===== config.mk =====
export PLATFORM = sky130hd
export DESIGN_NAME = core_boot_ctrl
export DESIGN_NICKNAME = d
export VERILOG_FILES = /design/src/rtl/core_boot_ctrl.sv
export SDC_FILE = /design/constraint.sdc
export NUM_CORES = 1
export LEC_CHECK = 0
export CORE_MARGIN = 8
export CORE_UTILIZATION = 58
export DETAILED_ROUTE_END_ITERATION = 16
export DONT_BUFFER_PORTS = 1
export PLACE_DENSITY_LB_ADDON = 0.1
export SYNTH_ARGS = -nofsm -noshare
export SYNTH_HDL_FRONTEND = slang
export SYNTH_SLANG_ARGS = --single-unit

===== constraint.sdc =====
create_clock -name clock -period 3.1 [get_ports clock]
set_clock_uncertainty 0.15 [all_clocks]
set_input_delay 0.465 -clock clock [delete_from_list [all_inputs] [get_ports clock]]
set_output_delay 0.465 -clock clock [all_outputs]
set_load 0.02 [all_outputs]

===== src/rtl/core_boot_ctrl.sv =====
// Boot/run sequencer: streams host words big-endian into byte-wide instruction RAM,
// holds the core in reset while loading, then runs it for a programmed cycle count.
module core_boot_ctrl #(
    parameter int IMEM_BYTES  = 1024,
    parameter int ADDR_W      = $clog2(IMEM_BYTES),
    parameter int HOLD_CYCLES = 3
) (
    input  logic              clock,
    input  logic              reset,
    input  logic              start,
    input  logic              host_valid,
    output logic              host_ready,
    input  logic [31:0]       host_data,
    input  logic              host_last,
    input  logic [31:0]       run_limit,
    output logic              imem_we,
    output logic [ADDR_W-1:0] imem_addr,
    output logic [7:0]        imem_wdata,
    output logic              core_reset,
    output logic              core_mem_en,
    output logic              busy,
    output logic              done,
    output logic              error,
    output logic [ADDR_W-2:0] word_count,
    output logic [31:0]       cycle_count
);
    localparam int WC_W   = ADDR_W - 1;
    localparam int HOLD_W = (HOLD_CYCLES > 1) ? $clog2(HOLD_CYCLES) : 1;
    localparam logic [WC_W-1:0]   MAX_WORDS = WC_W'(IMEM_BYTES / 4);
    localparam logic [HOLD_W-1:0] HOLD_INIT = HOLD_W'(HOLD_CYCLES - 1);

    localparam logic [2:0] S_IDLE  = 3'd0;
    localparam logic [2:0] S_RECV  = 3'd1;
    localparam logic [2:0] S_WRITE = 3'd2;
    localparam logic [2:0] S_HOLD  = 3'd3;
    localparam logic [2:0] S_RUN   = 3'd4;
    localparam logic [2:0] S_DONE  = 3'd5;
    localparam logic [2:0] S_ERR   = 3'd6;

    logic [2:0]        r_state,       w_state_next;
    logic [31:0]       r_word,        w_word_next;
    logic              r_last,        w_last_next;
    logic [1:0]        r_byte_idx,    w_byte_next;
    logic [HOLD_W-1:0] r_hold_cnt,    w_hold_next;
    logic [31:0]       r_limit,       w_limit_next;
    logic [WC_W-1:0]   r_word_count,  w_wc_next;
    logic [31:0]       r_cycle_count, w_cc_next;

    logic              r_host_ready, r_imem_we, r_core_reset, r_core_mem_en;
    logic              r_busy, r_done, r_error;
    logic [ADDR_W-1:0] r_imem_addr, w_addr_next;
    logic [7:0]        r_imem_wdata, w_wdata_next;

    always_comb begin
        w_state_next = r_state;
        w_word_next  = r_word;
        w_last_next  = r_last;
        w_byte_next  = r_byte_idx;
        w_hold_next  = r_hold_cnt;
        w_limit_next = r_limit;
        w_wc_next    = r_word_count;
        w_cc_next    = r_cycle_count;
        case (r_state)
            S_IDLE, S_DONE, S_ERR: begin
                if (start) begin
                    w_state_next = S_RECV;
                    w_wc_next    = '0;
                    w_cc_next    = '0;
                end
            end
            S_RECV: begin
                if (host_valid && r_host_ready) begin
                    w_word_next = host_data;
                    w_last_next = host_last;
                    if (r_word_count == MAX_WORDS) begin
                        w_state_next = S_ERR;
                    end else begin
                        w_state_next = S_WRITE;
                        w_byte_next  = 2'd0;
                    end
                end
            end
            S_WRITE: begin
                if (r_byte_idx == 2'd3) begin
                    w_wc_next    = r_word_count + WC_W'(1);
                    w_hold_next  = HOLD_INIT;
                    w_state_next = r_last ? S_HOLD : S_RECV;
                end else begin
                    w_byte_next = r_byte_idx + 2'd1;
                end
            end
            S_HOLD: begin
                if (r_hold_cnt == '0) begin
                    w_limit_next = run_limit;
                    w_state_next = (run_limit == 32'd0) ? S_DONE : S_RUN;
                end else begin
                    w_hold_next = r_hold_cnt - HOLD_W'(1);
                end
            end
            S_RUN: begin
                // Stop on the last counted cycle so the core sees exactly run_limit cycles.
                if (r_cycle_count == r_limit - 32'd1) begin
                    w_state_next = S_DONE;
                end else if (r_cycle_count != '1) begin
                    w_cc_next = r_cycle_count + 32'd1;
                end
            end
            default: w_state_next = S_IDLE;
        endcase
    end

    // Outputs are registered from the next-state decode so they line up with the state.
    always_comb begin
        w_addr_next  = '0;
        w_wdata_next = 8'd0;
        if (w_state_next == S_WRITE) begin
            w_addr_next = {w_wc_next[WC_W-2:0], w_byte_next};
            case (w_byte_next)
                2'd0:    w_wdata_next = w_word_next[31:24];
                2'd1:    w_wdata_next = w_word_next[23:16];
                2'd2:    w_wdata_next = w_word_next[15:8];
                default: w_wdata_next = w_word_next[7:0];
            endcase
        end
    end

    always_ff @(posedge clock) begin
        if (!reset) begin
            r_state       <= S_IDLE;
            r_word        <= '0;
            r_last        <= 1'b0;
            r_byte_idx    <= '0;
            r_hold_cnt    <= '0;
            r_limit       <= '0;
            r_word_count  <= '0;
            r_cycle_count <= '0;
            r_host_ready  <= 1'b0;
            r_imem_we     <= 1'b0;
            r_imem_addr   <= '0;
            r_imem_wdata  <= 8'd0;
            r_core_reset  <= 1'b1;
            r_core_mem_en <= 1'b0;
            r_busy        <= 1'b0;
            r_done        <= 1'b0;
            r_error       <= 1'b0;
        end else begin
            r_state       <= w_state_next;
            r_word        <= w_word_next;
            r_last        <= w_last_next;
            r_byte_idx    <= w_byte_next;
            r_hold_cnt    <= w_hold_next;
            r_limit       <= w_limit_next;
            r_word_count  <= w_wc_next;
            r_cycle_count <= w_cc_next;
            r_host_ready  <= (w_state_next == S_RECV);
            r_imem_we     <= (w_state_next == S_WRITE);
            r_imem_addr   <= w_addr_next;
            r_imem_wdata  <= w_wdata_next;
            r_core_reset  <= !((w_state_next == S_RUN) || (w_state_next == S_DONE));
            r_core_mem_en <= (w_state_next == S_RUN);
            r_busy        <= (w_state_next == S_RECV) || (w_state_next == S_WRITE) ||
                             (w_state_next == S_HOLD) || (w_state_next == S_RUN);
            r_done        <= (w_state_next == S_DONE);
            r_error       <= (w_state_next == S_ERR);
        end
    end

    assign host_ready  = r_host_ready;
    assign imem_we     = r_imem_we;
    assign imem_addr   = r_imem_addr;
    assign imem_wdata  = r_imem_wdata;
    assign core_reset  = r_core_reset;
    assign core_mem_en = r_core_mem_en;
    assign busy        = r_busy;
    assign done        = r_done;
    assign error       = r_error;
    assign word_count  = r_word_count;
    assign cycle_count = r_cycle_count;
endmodule

==> impl_metrics.tcl <==
set metrics [dict create \
    run_status "complete, but fails checks" \
    top_cell_type_by_total_area_after_synthesis "dfxtp_1" \
    ys_types 66 \
    area_fraction_of_the_dominant_cell_type_after_synthesis_pct 37.2 \
    grt_pass1_vias 6992 \
    synthTopCellsByArea "dfxtp_1 (37%), nand2_1 (7.2%), a21boi_0 (5.0%), xnor2_1 (3.2%), mux2i_1 (3.1%)" \
    clock_sinks 138 \
    startpoint_type "flop" \
    timing_worst_slew_pin_value_ns 0.825 \
    hold-worst-slack_ns 0.0300 \
    worstPathArrival_ns 3.49 \
    clk_path_buf_depth 2 \
    drt.antenna.violating_nets 0 \
    firstDrtPassIters 5 \
    synth_fp_nets 974 \
    kind_of_end_point_of_the_critical_path "flop" \
    synthFlopType "dfxtp_1" \
    nets 1067 \
    critPathSlowestCell "or4_1" \
    syn_to_final_growth_pct 28.6 \
    hold_path_class "input pin to flop" \
    path_buf_inv 5 \
    postSynthCellCount 900 \
    fin_crit_sh_pct 108 \
    drt_iter0_drc 520 \
    final_hpwl_dp_mm 16.8 \
    number_of_hold_violations_in_the_final_report 0 \
    place.gp.congestion 0.899 \
    fmaxAchievable_mhz 299 \
    number_of_flops_mapped_to_enable_cells_by_yosys 0 \
    synth_seq_area_share_pct 37.2 \
    critPathMostFrequentCell "buf_4" \
    cap_viol_max_count 0 \
    timing.max_slew.rel_slack_pct 44.5 \
    timing.final.setup_violations 54 \
    setup_ws_ns -0.250 \
    clock_tree_from_tritoncts "built" \
    port_buffers 0 \
    grt_max_degree 85 \
    final_design_area_no_fill_sq_um 9550 \
    finalCoreUtilization_pct 76.0 \
    path_clk_slew_ns 0.06 \
    mean_cell_area_of_the_mapped_netlist_sq_um 8.25 \
    grt_antenna_before_repair 0 \
    routed_via_density 6.08 \
    globalRouteTotalUtil_pct 27.7 \
    worst_r2r_startpoint "r_limit[8]" \
    setup.reg_to_reg.worst_slack_ns -0.25 \
    n_fill_cell 878 \
    fp.dieH_um 129 \
    multi_input_area_sq_um 4720 \
    ff2ff_path_depth 12 \
    detail_route.drc_violations 0 \
    worstSetupPathDepth 12 \
    synth-warning-count 0 \
    timing.final.max_slew_violations 0 \
    path_delay_family "simple AND/OR/NAND/NOR gates" \
    grt_first_pass_wirelength_mm 36.4 \
    h-tree-depth 4 \
    routed_wl_mm 23.6 \
    setup.worst_path.end "cycle_count[26]" \
    number_of_vias_in_the_routed_layout 7158 \
    p_total_uw 4170 \
    core_area_sq_um 12600 \
    rsz0062_at_grt "yes" \
    power_dens_cells_nw_per_um2 437 \
    max_stage_delay_ns 0.56 \
    cts_buffers 17 \
    globalRoute.totalOverflow 0 \
    async_reset_ff_share_pct 0 \
    critPathLaunch "r_limit[8]" \
    crit_chain "buf_4 > or4_4 > o32ai_2 > nand4_1 > or4_1 > buf_4 > nor4_4 > buf_4 > buf_12 > clkbuf_16 > or4_4 > a21oi_2" \
    layout-drive-gt1-share_pct 27.1 \
    num_antenna_cells 0 \
    floorplan.rows 41 \
    data_required_time_of_the_critical_path_ns 3.24 \
    die_width_um 129 \
    area.sequential_sq_um 2770 \
    irDropWorstVdd_v 0.000391 \
    post-route-min-period_ns 3.35 \
    clk_root_buffer_cell "clkbuf_16" \
    wl_per_instance_um 20.0 \
    io_pins 135 \
    power.static_leakage_uw 0.00337 \
    violations "setup timing" \
    placed_cell_area_sq_um 8330 \
    netlist_area_sq_um 7430 \
    postSynthRegisterBits 138 \
    crit_fanout 7 \
    initial_utilization_pct 59.1 \
    fp.dieArea_sq_um 16700 \
    criticalPathCategory "flop to flop" \
    regToRegEndpoint "cycle_count[26]" \
    clkLatencyLatePin_ns 0.42 \
]
## stage by stage
step | TNS (ns) | instances | setup WS, ns
after floorplan | -6.93 | 900 | -0.172
after detailed placement | -10.05 | 1132 | -0.239
after CTS | -7.16 | 1175 | -0.177
after global routing | -14.22 | 1177 | -0.342
final | -7.87 | 1177 | -0.250
after global placement | -8.18 | 1132 | -0.204
## registers in the layout, indices dropped and copies added, names as in the netlist
| signal | count |
|---|---|
| word_count | 9 |
| r_last | 1 |
| r_byte_idx | 2 |
| r_hold_cnt | 2 |
| cycle_count | 32 |
| core_mem_en | 1 |
| imem_addr | 10 |
| error | 1 |
| busy | 1 |
| r_state | 3 |
| r_limit | 32 |
| core_reset | 1 |
| host_ready | 1 |
| imem_we | 1 |
| done | 1 |
| r_word | 32 |
| imem_wdata | 8 |
## logic make-up (layout without fill, tap and decap cells)
group | count (synthesis) | count (layout) | share of synthesized area (%)
XOR/XNOR | 45 | 45 | 5.31
flip-flops | 138 | 138 | 37.2
adder cells (fa/ha/maj) | 5 | 5 | 0.842
AO/OA/AOI/OAI | 200 | 200 | 19.3
buffers and inverters | 77 | 182 | 4.68
multiplexers | 25 | 25 | 3.40
AND/OR/NAND/NOR | 410 | 410 | 29.3
## synthesized netlist by cell type (7+ instances only)
library cell and n:
a211oi_1 10, a21boi_0 49, a21oi_1 40, a21oi_2 11
a31oi_1 7, and2_1 10, and3_1 20, clkbuf_1 45
dfxtp_1 138, inv_1 17, mux2i_1 23, nand2_1 143
nand3_1 22, nand4_1 19, nor2_1 56, nor2b_1 34
nor3_1 14, nor4_1 20, o21ai_0 14, o21ai_1 8
o31ai_1 13, o31ai_2 10, or3_1 12, or4_1 27
xnor2_1 27, xor2_1 18
## timing repair
item | CTS | global route
endpoints found under the hold margin | 0 | 0
gates resized for setup | 56 | 43
pin swaps | 33 | 41
cloned | 1 | 3
buffers inserted | 11 | 3
hold buffers | 0 | 0
endpoints found under the setup margin | 57 | 57
## worst min-delay path by stage
stage	from	endpoint	slack, ns	cells after the start
2_1_floorplan	r_word[24]	r_word[24]	0.29	2
3_3_place_gp	r_word[24]	r_word[24]	0.30	2
3_5_place_dp	r_word[17]	r_word[17]	0.31	2
4_1_cts	reset	r_byte_idx[0]	0.02	1
5_1_grt	reset	r_byte_idx[0]	0.02	1
6_report	reset	r_hold_cnt[1]	0.03	1
## final cells by class
| cell class | instances | area share (%) |
|---|---|---|
| flip-flops and latches | 138 | 29.0 |
| repair buffers | 133 | 12.4 |
| well taps | 172 | 2.25 |
| clock inverters | 12 | 1.47 |
| multi-input cells | 685 | 49.5 |
| inverters | 18 | 0.708 |
| clock buffers | 19 | 4.74 |
## where the power goes
part           internal (uW)  leakage (uW)  switching [uW]
clock network           1230      0.000282             809
registers               1790       0.00111            17.2
logic                    142       0.00198             180
## routing by layer
layer	routed length [um]	global-route usage [%]	part of all wire, %	vias up
met3	2000	10.0	8.5	66
met5	0	0	0	-
met2	11600	47.4	49	279
met4	947	12.1	4.0	0
li1	-	-	-	3425
met1	9030	30.3	38	3388
## cell usage in the layout (no fill, tap or decap), types with 8 or more instances in the layout
cell type | netlist | routed
nand2_1 | 143 | 142
dfxtp_1 | 138 | 136
buf_4 | 1 | 113
nor2_1 | 56 | 53
a21boi_0 | 49 | 49
nor2b_1 | 34 | 34
a21oi_1 | 40 | 31
xnor2_1 | 27 | 26
mux2i_1 | 23 | 23
nand3_1 | 22 | 22
and3_1 | 20 | 20
a21oi_2 | 11 | 20
clkbuf_16 | 0 | 20
nand4_1 | 19 | 19
or4_4 | 0 | 19
xor2_1 | 18 | 18
inv_1 | 17 | 17
nor4_1 | 20 | 14
o21ai_0 | 14 | 14
o31ai_2 | 10 | 14
nor3_1 | 14 | 10
or3_1 | 12 | 9
and2_1 | 10 | 9
or4_1 | 27 | 8
Note: power is estimated with default switching activity, not from simulation.
